**config.mk**
```make
export PLATFORM = sky130hd
export DESIGN_NAME = instr_class_encoder
export DESIGN_NICKNAME = d
export VERILOG_FILES = /design/src/rtl/instr_class_encoder.sv
export SDC_FILE = /design/constraint.sdc
export NUM_CORES = 1
export LEC_CHECK = 0
export ABC_AREA = 1
export CAP_MARGIN = 20
export CORE_UTILIZATION = 25
export DETAILED_ROUTE_END_ITERATION = 10
export MAX_ROUTING_LAYER = met4
export PLACE_DENSITY = 0.45
export SLEW_MARGIN = 20
export SYNTH_ARGS = -nofsm -noshare
export SYNTH_HDL_FRONTEND = slang
export SYNTH_SLANG_ARGS = --single-unit
```
**constraint.sdc**
```tcl
create_clock -name clk -period 1.75 [get_ports clk]
set_input_delay 0.2625 -clock clk [delete_from_list [all_inputs] [get_ports clk]]
set_output_delay 0.2625 -clock clk [all_outputs]
set_load 0.05 [all_outputs]
```
**src/rtl/instr_class_encoder.sv**
```systemverilog
// Instruction-class encoder: classifies fetched words into a one-hot class code behind a 2-entry skid buffer.
// Optional macro DECODE_CHECK_EN adds funct3/funct7 legality checks to the illegal flag.
module instr_class_encoder #(
  parameter int DEPTH = 2
) (
  input  logic        clk,
  input  logic        rst_n,
  input  logic        flush,
  input  logic        in_valid,
  output logic        in_ready,
  input  logic [31:0] in_instr,
  output logic        out_valid,
  input  logic        out_ready,
  output logic [9:0]  out_code,
  output logic [31:0] out_instr,
  output logic        out_illegal
);

  logic [1:0]  r_count;
  logic [9:0]  r_code_head, r_code_skid;
  logic [31:0] r_instr_head, r_instr_skid;
  logic        r_ill_head, r_ill_skid;

  logic [9:0]  w_dec_code;
  logic        w_dec_ill;
  logic        w_bad;
  logic        w_push, w_pop;

`ifdef DECODE_CHECK_EN
  logic [2:0] w_funct3;
  logic [6:0] w_funct7;
  assign w_funct3 = in_instr[14:12];
  assign w_funct7 = in_instr[31:25];
`endif

  always_comb begin
    w_dec_code = 10'b0;
    w_dec_ill  = 1'b0;
    w_bad      = 1'b0;
    case (in_instr[6:0])
      7'b1101111: w_dec_code = 10'b0000000001;
      7'b1100111: w_dec_code = 10'b0000000010;
      7'b0110111: w_dec_code = 10'b0000000100;
      7'b0010111: w_dec_code = 10'b0000001000;
      7'b1100011: w_dec_code = 10'b0000010000;
      7'b0110011: w_dec_code = 10'b0000100000;
      7'b0100011: w_dec_code = 10'b0001000000;
      7'b0010011: w_dec_code = 10'b0010000000;
      7'b0000011: w_dec_code = 10'b0100000000;
      7'b1110011: w_dec_code = 10'b1000000000;
      default:    w_bad      = 1'b1;
    endcase
`ifdef DECODE_CHECK_EN
    case (in_instr[6:0])
      7'b1100111: if (w_funct3 != 3'b000) w_bad = 1'b1;
      7'b1100011: if (w_funct3 == 3'b010 || w_funct3 == 3'b011) w_bad = 1'b1;
      7'b0000011: if (w_funct3 == 3'b011 || w_funct3 == 3'b110 || w_funct3 == 3'b111) w_bad = 1'b1;
      7'b0100011: if (w_funct3 > 3'b010) w_bad = 1'b1;
      7'b0110011: begin
        if (w_funct7 != 7'b0000000 && w_funct7 != 7'b0100000) w_bad = 1'b1;
        if (w_funct7 == 7'b0100000 && w_funct3 != 3'b000 && w_funct3 != 3'b101) w_bad = 1'b1;
      end
      7'b0010011: begin
        if (w_funct3 == 3'b001 && w_funct7 != 7'b0000000) w_bad = 1'b1;
        if (w_funct3 == 3'b101 && w_funct7 != 7'b0000000 && w_funct7 != 7'b0100000) w_bad = 1'b1;
      end
      default: ;
    endcase
`endif
    if (in_instr[1:0] != 2'b11) w_bad = 1'b1;
    if (w_bad) begin
      w_dec_code = 10'b0;
      w_dec_ill  = 1'b1;
    end
  end

  // in_ready is forced low while reset is held so fetch never hands over a word that would be lost
  assign in_ready    = rst_n & (r_count < 2'(DEPTH));
  assign out_valid   = (r_count != 2'd0);
  assign out_code    = r_code_head;
  assign out_instr   = r_instr_head;
  assign out_illegal = r_ill_head;

  assign w_push = in_valid & in_ready;
  assign w_pop  = out_valid & out_ready;

  always_ff @(posedge clk or negedge rst_n) begin
    if (!rst_n) begin
      r_count      <= 2'd0;
      r_code_head  <= 10'b0;
      r_instr_head <= 32'b0;
      r_ill_head   <= 1'b0;
      r_code_skid  <= 10'b0;
      r_instr_skid <= 32'b0;
      r_ill_skid   <= 1'b0;
    end else if (flush) begin
      r_count <= 2'd0;
    end else begin
      case ({w_push, w_pop})
        2'b10: begin
          if (r_count == 2'd0) begin
            r_code_head  <= w_dec_code;
            r_instr_head <= in_instr;
            r_ill_head   <= w_dec_ill;
          end else begin
            r_code_skid  <= w_dec_code;
            r_instr_skid <= in_instr;
            r_ill_skid   <= w_dec_ill;
          end
          r_count <= r_count + 2'd1;
        end
        2'b01: begin
          // Head registers keep the popped entry when the buffer drains, so outputs hold
          if (r_count == 2'd2) begin
            r_code_head  <= r_code_skid;
            r_instr_head <= r_instr_skid;
            r_ill_head   <= r_ill_skid;
          end
          r_count <= r_count - 2'd1;
        end
        2'b11: begin
          r_code_head  <= w_dec_code;
          r_instr_head <= in_instr;
          r_ill_head   <= w_dec_ill;
        end
        default: ;
      endcase
    end
  end

endmodule

```
; Word level (Yosys, flattened, before mapping)
; Cells that the tools add are included.
[op_classes]
add_sub_neg = 2
magnitude_cmp = 1
eq_ne = 17
n_mux = 16
bitwise = 5
n_reduce_logical = 7
[op_table]
columns = operator, count
row1 = $pmux 10 s10, 1
row2 = $pmux 32 s3, 1
row3 = $mux 32, 2
row4 = $mux 10, 3
row5 = $pmux 10 s3, 1
row6 = $eq 7x7->1 const B, 4
row7 = $eq 7x6->1 const B, 3
row8 = $eq 7x5->1 const B, 2
row9 = $reduce_or 10->1, 1
row10 = $eq 7x2->1 const B, 1
row11 = $eq 2x2->1 const B, 3
row12 = $ne 2x2->1 const B, 3
row13 = $reduce_bool 3->1, 2
row14 = $mux 1, 5
row15 = $pmux 2 s2, 1
row16 = $reduce_and 4->1, 1
row17 = $and 1x1->1, 3
row18 = $pmux 1 s3, 1
row19 = $reduce_and 3->1, 1
row20 = $add 2x1->2 const B, 1
row21 = $eq 2x1->1 const B, 1
row22 = $logic_not 2->1, 1
row23 = $lt 2x2->1 const B, 1
row24 = $mux 2, 1
row25 = other kinds (3), 4
[word_totals]
regBits = 88
output_inout_bits = 45

; Logic depth before layout (Yosys ltp)
[logic_depth]
word_depth = 7
ltp_mapped = 10
depth_no_buf = 10

; Least setup slack after synthesis
; No wires, ideal clock.
[synth_timing]
path_kind = reg2reg
start = reg r_count[1]
end = reg r_code_head[0] (netlist: out_code[0])
setup_ns = 0.118
arrival_time_ns = 1.748
required_time_ns = 1.632
setup_slack_ns = -0.116
stages_incl_launch_ff = 9
n_path_buf = 2
path_cell_list = dfrtp_1 > nor2_2 > nand2_2 > o21ai_1 > nand2_2 > buf_4 > buf_6 > nand2_1 > nand2_1
[synth_via]
elab_chain_len = 6
word_cells_on_any_way = 15
cone_classes = 1 x order compare / 6 x eq/ne / 1 x mux / 3 x bitwise / 4 x reduce/logical
[synth_lines]
columns = element, line
row1 = start: declaration, 19  ; logic [1:0] r_count;
row2 = start signal: assignment, 110  ; r_count <= r_count + 2'd1;
row3 = start signal: assignment, 119  ; r_count <= r_count - 2'd1;
row4 = $lt 2x2->1 *, 78  ; assign in_ready = rst_n & (r_count < 2'(DEPTH));
row5 = $and 1x1->1 *, 78
row6 = named net in_ready, 10  ; output logic in_ready,
row7 = $and 1x1->1 *, 84  ; assign w_push = in_valid & in_ready;
row8 = $eq 2x1->1 or $eq 2x2->1 (tied branches), 99  ; case ({w_push, w_pop})
row9 = $ne 2x2->1 (no line) or $reduce_bool 3->1 (tied branches), --
row10 = $reduce_and 4->1 (no line), --
row11 = end signal: assignment, 102  ; r_code_head <= w_dec_code;
row12 = end signal: assignment, 115  ; r_code_head <= r_code_skid;
row13 = end signal: assignment, 122  ; r_code_head <= w_dec_code;
row14 = end: declaration, 20  ; logic [9:0] r_code_head, r_code_skid;
; The timed path passes the listed nets; every way through them passes the cells marked *.
; A chain may end at the register's enable or synchronous reset.

; Final worst setup path
[layout_timing]
start = reg r_count[1]
end = out out_valid
[layout_via]
elab_chain_len = 1
[layout_lines]
columns = element, line
row1 = $reduce_bool 2->1, 79  ; assign out_valid = (r_count != 2'd0);
row2 = end: declaration, 12  ; output logic out_valid,
; Every way passes these cells.

==> summary.md <==
| Metric | Value |
|---|---|
| Status | finished clean |
| Synth area leader | dfrtp_1 |
| Initial core utilization | 0.258 |
| Most numerous cell in the Yosys netlist | nand2_1 |
| Worst-path clk slew | 60 ps |
| Yosys synthesis warning count | 0 |
| Avg WL per Cell | 12.0 um |
| Avg Vias per Cell | 4.18 |
| Worst Setup SP | r_count[1] |
| Leakage power | 2.84 nW |
| Max-slew headroom | 0.600 |
| Slowest CP cell | dfrtp_1 |
| Crit path DAT | 1320 ps |
| Clock sinks | 88 |
| Pin slew with the least headroom to its limit | 600 ps |
| Post-Syn Area | 0.00415 mm2 |
| Layout cells sized above 1 | 0.183 |
| Final instance area | 0.00552 mm2 |
| Capture point of the critical path | out_valid |
| Synth top area share | 0.531 |
| DRC violations left | 0 |
| FF-to-FF End | out_instr[18] |
| Rows | 46 |
| Distinct cell type count after synthesis | 21 |
| Worst path max stage delay | 470 ps |
| Crit share post-route | 0.903 |
| Initial antenna violation count | 0 |
| Die Ht | 131 um |
| Clock root buffer | clkbuf_16 |
| Worst Setup End Kind | output pin |
| FF-to-FF path depth | 8 |
| Final setup violation count | 0 |
| R2R Setup Slk | 170 ps |
| Max clock buf depth | 2 |
| Fillers | 1694 |
| Grt met1 use | 0.152 |
| Crit-path leading delay family | flip-flops |
| Met3 Use GR | 0.0407 |
| Max IR drop VDD | 0.708 mV |
| CTS tree | done |
| Critical Path Start Type | register |
| Full die area | 0.0171 mm2 |
| Largest net degree at the start of global routing | 58 |
| Post-place setup slack | -23.9 ps |
| Gr usage total | 0.128 |
| Ports | 82 |
| Max-slew violations | 0 |
| Setup ws final | 170 ps |
| PD cells | 1770 mW/mm2 |
| Post-Place Cell Area | 0.00524 mm2 |
| Routed Antenna Nets | 0 |
| Setup TNS Final | 0 ps |
| Dominant cells by area after synthesis | dfrtp_1 53%, nand2_1 16%, o21ai_1 6.4%, a21oi_2 5.7%, inv_1 4.5% |
| Via count | 3435 |
| Final Hold Fails | 0 |
| Total CTS buffers | 9 |
| Synthesis-stage register bit count | 88 |
| Met2 global-route usage | 0.209 |
| CORE AREA | 0.0161 mm2 |
| CP Max Fanout | 5 |
| Global routing's busiest layer | met2 |
| DRT Pass-1 Iters | 4 |
| Top cells by count, synth | 181 x nand2_1, 88 x dfrtp_1, 53 x o21ai_1, 50 x inv_1, 50 x nor2_1 |
| Worst Skew | 8.38 ps |
| GP Congestion | 0.804 |
| Htree depth | 3 |
| Die X | 131 um |
| Top_reg_cell synth | dfrtp_1 |
| Grt ovf | 0 |
| CTS hold repair buffers | 0 |
| Avg Cell Area, Syn | 8.11 um2 |
| Fmax | 0.633 GHz |
| Synth-to-Final Area Change | 32.9% |
| Final hold slack | 12.7 ps |
| IO Port Bufs | 81 |
| Post-synth EDFFs | 0 |
| Mapped Cells | 512 |
| Synthesized net count | 549 |
| FFs w/ async S/R, synth | 1.00 |
| Tmin final | 1580 ps |
| Worst-path cell chain | nor2_2 -> inv_1 -> buf_12 |
| FF-to-FF Start | r_count[1] |
| Crit path depth | 3 |
| Clk_lat worst skew | 350 ps |
| Hold WC Path Type | input port to async pin |
| Nets@finish | 637 |
| Max-cap violations | 0 |
| Unrepaired setup endpoints after global routing | false |
| Hpwl dp | 6.70 mm |
| Diodes inserted | 0 |
| Critical setup path kind | register to output pin |
| Routed wire length | 9.81 mm |
| DRT iter0 DRCs | 126 |
| First-pass GRT wire length | 16.1 mm |
| Vias in the first global route | 3338 |
| CP required | 1490 ps |
| Seq/Total Area, Yosys | 0.531 |
| Crit path buffers/inverters | 2 |
[registers in the layout, summed over array words and instances, names as in the netlist]
| register | flops |
|---|---|
| out_illegal | 1 |
| out_code | 10 |
| out_instr | 32 |
| r_instr_skid | 32 |
| r_code_skid | 10 |
| r_count | 2 |
| r_ill_skid | 1 |
[cell usage in the layout (no fill, tap or decap), types with 2 or more instances in the layout]
master,Yosys,final
dfrtp_1,88,88
a21oi_2,27,27
nand2_1,181,181
clkbuf_16,0,9
nor2_1,50,50
inv_1,50,50
dlygate4sd2_1,0,8
clkbuf_8,0,2
buf_12,0,8
nor3_1,2,2
o21ai_1,53,53
nand2_2,3,3
o21ai_0,20,20
nor2_4,2,3
nand3_1,3,3
clkdlybuf4s50_1,0,35
buf_4,5,52
clkinvlp_4,0,2
[report_power, final]
group | total [W] | switching, W | internal, W
logic | 0.00448 | 0.00304 | 0.00144
registers | 0.00342 | 0.000442 | 0.00298
clock network | 0.00183 | 0.000795 | 0.00104
[how the worst min path moves through the flow]
stage                     startpoint            to
after detailed placement       rst_n  out_instr[5]
final                          rst_n    r_count[1]
after global routing           rst_n    r_count[1]
after global placement         rst_n  out_instr[5]
after CTS                      rst_n    r_count[1]
after floorplan                rst_n   out_code[0]
[worst register-to-register path: stages (launching register included)]
cell,delay (ps)
dfrtp_1,470
nor2_4,180
nand2_2,110
nand2_2,130
buf_4,310
nand2_1,100
o21ai_1,90
nand2_1,80
nand2_1,60
[repair_timing]
item                       in CTS  in global routing
gates resized for setup         8                  0
setup endpoints to repair       8                  0
setup buffers                   0                  0
[cell type report]
class	count	area [um2]	share of cell area
Multi-Input combinational cell	347	1600	0.289
Timing Repair Buffer	103	971	0.176
Clock inverter	4	28.8	0.00522
Sequential cell	88	2200	0.399
Tap cell	216	270	0.0490
Clock buffer	12	256	0.0465
Inverter	51	191	0.0347
[cells by family after synthesis]
| family | after synthesis | synth area share |
|---|---|---|
| xor gates and xnor gates | 2 | 0.00422 |
| buffers and inverters | 77 | 0.0877 |
| and+or+nand+nor | 244 | 0.230 |
| DFF | 88 | 0.531 |
| AOI/OAI and AO/OA | 101 | 0.147 |
[routing by layer]
layer	up-vias	wire [um]
met4	0	93
met2	72	4590
met5	-	0
met3	8	474
met1	1594	4660
li1	1761	-
[metrics by stage]
stage	utilization	total power, W	std cells
2_1_floorplan	-	0.00661	512
3_3_place_gp	0.326	0.00800	805
3_5_place_dp	0.326	0.00805	805
4_1_cts	0.344	0.00991	821
5_1_grt	0.344	0.0104	821
6_report	0.344	0.00974	821
No activity file was read; power rests on OpenSTA's default activity.
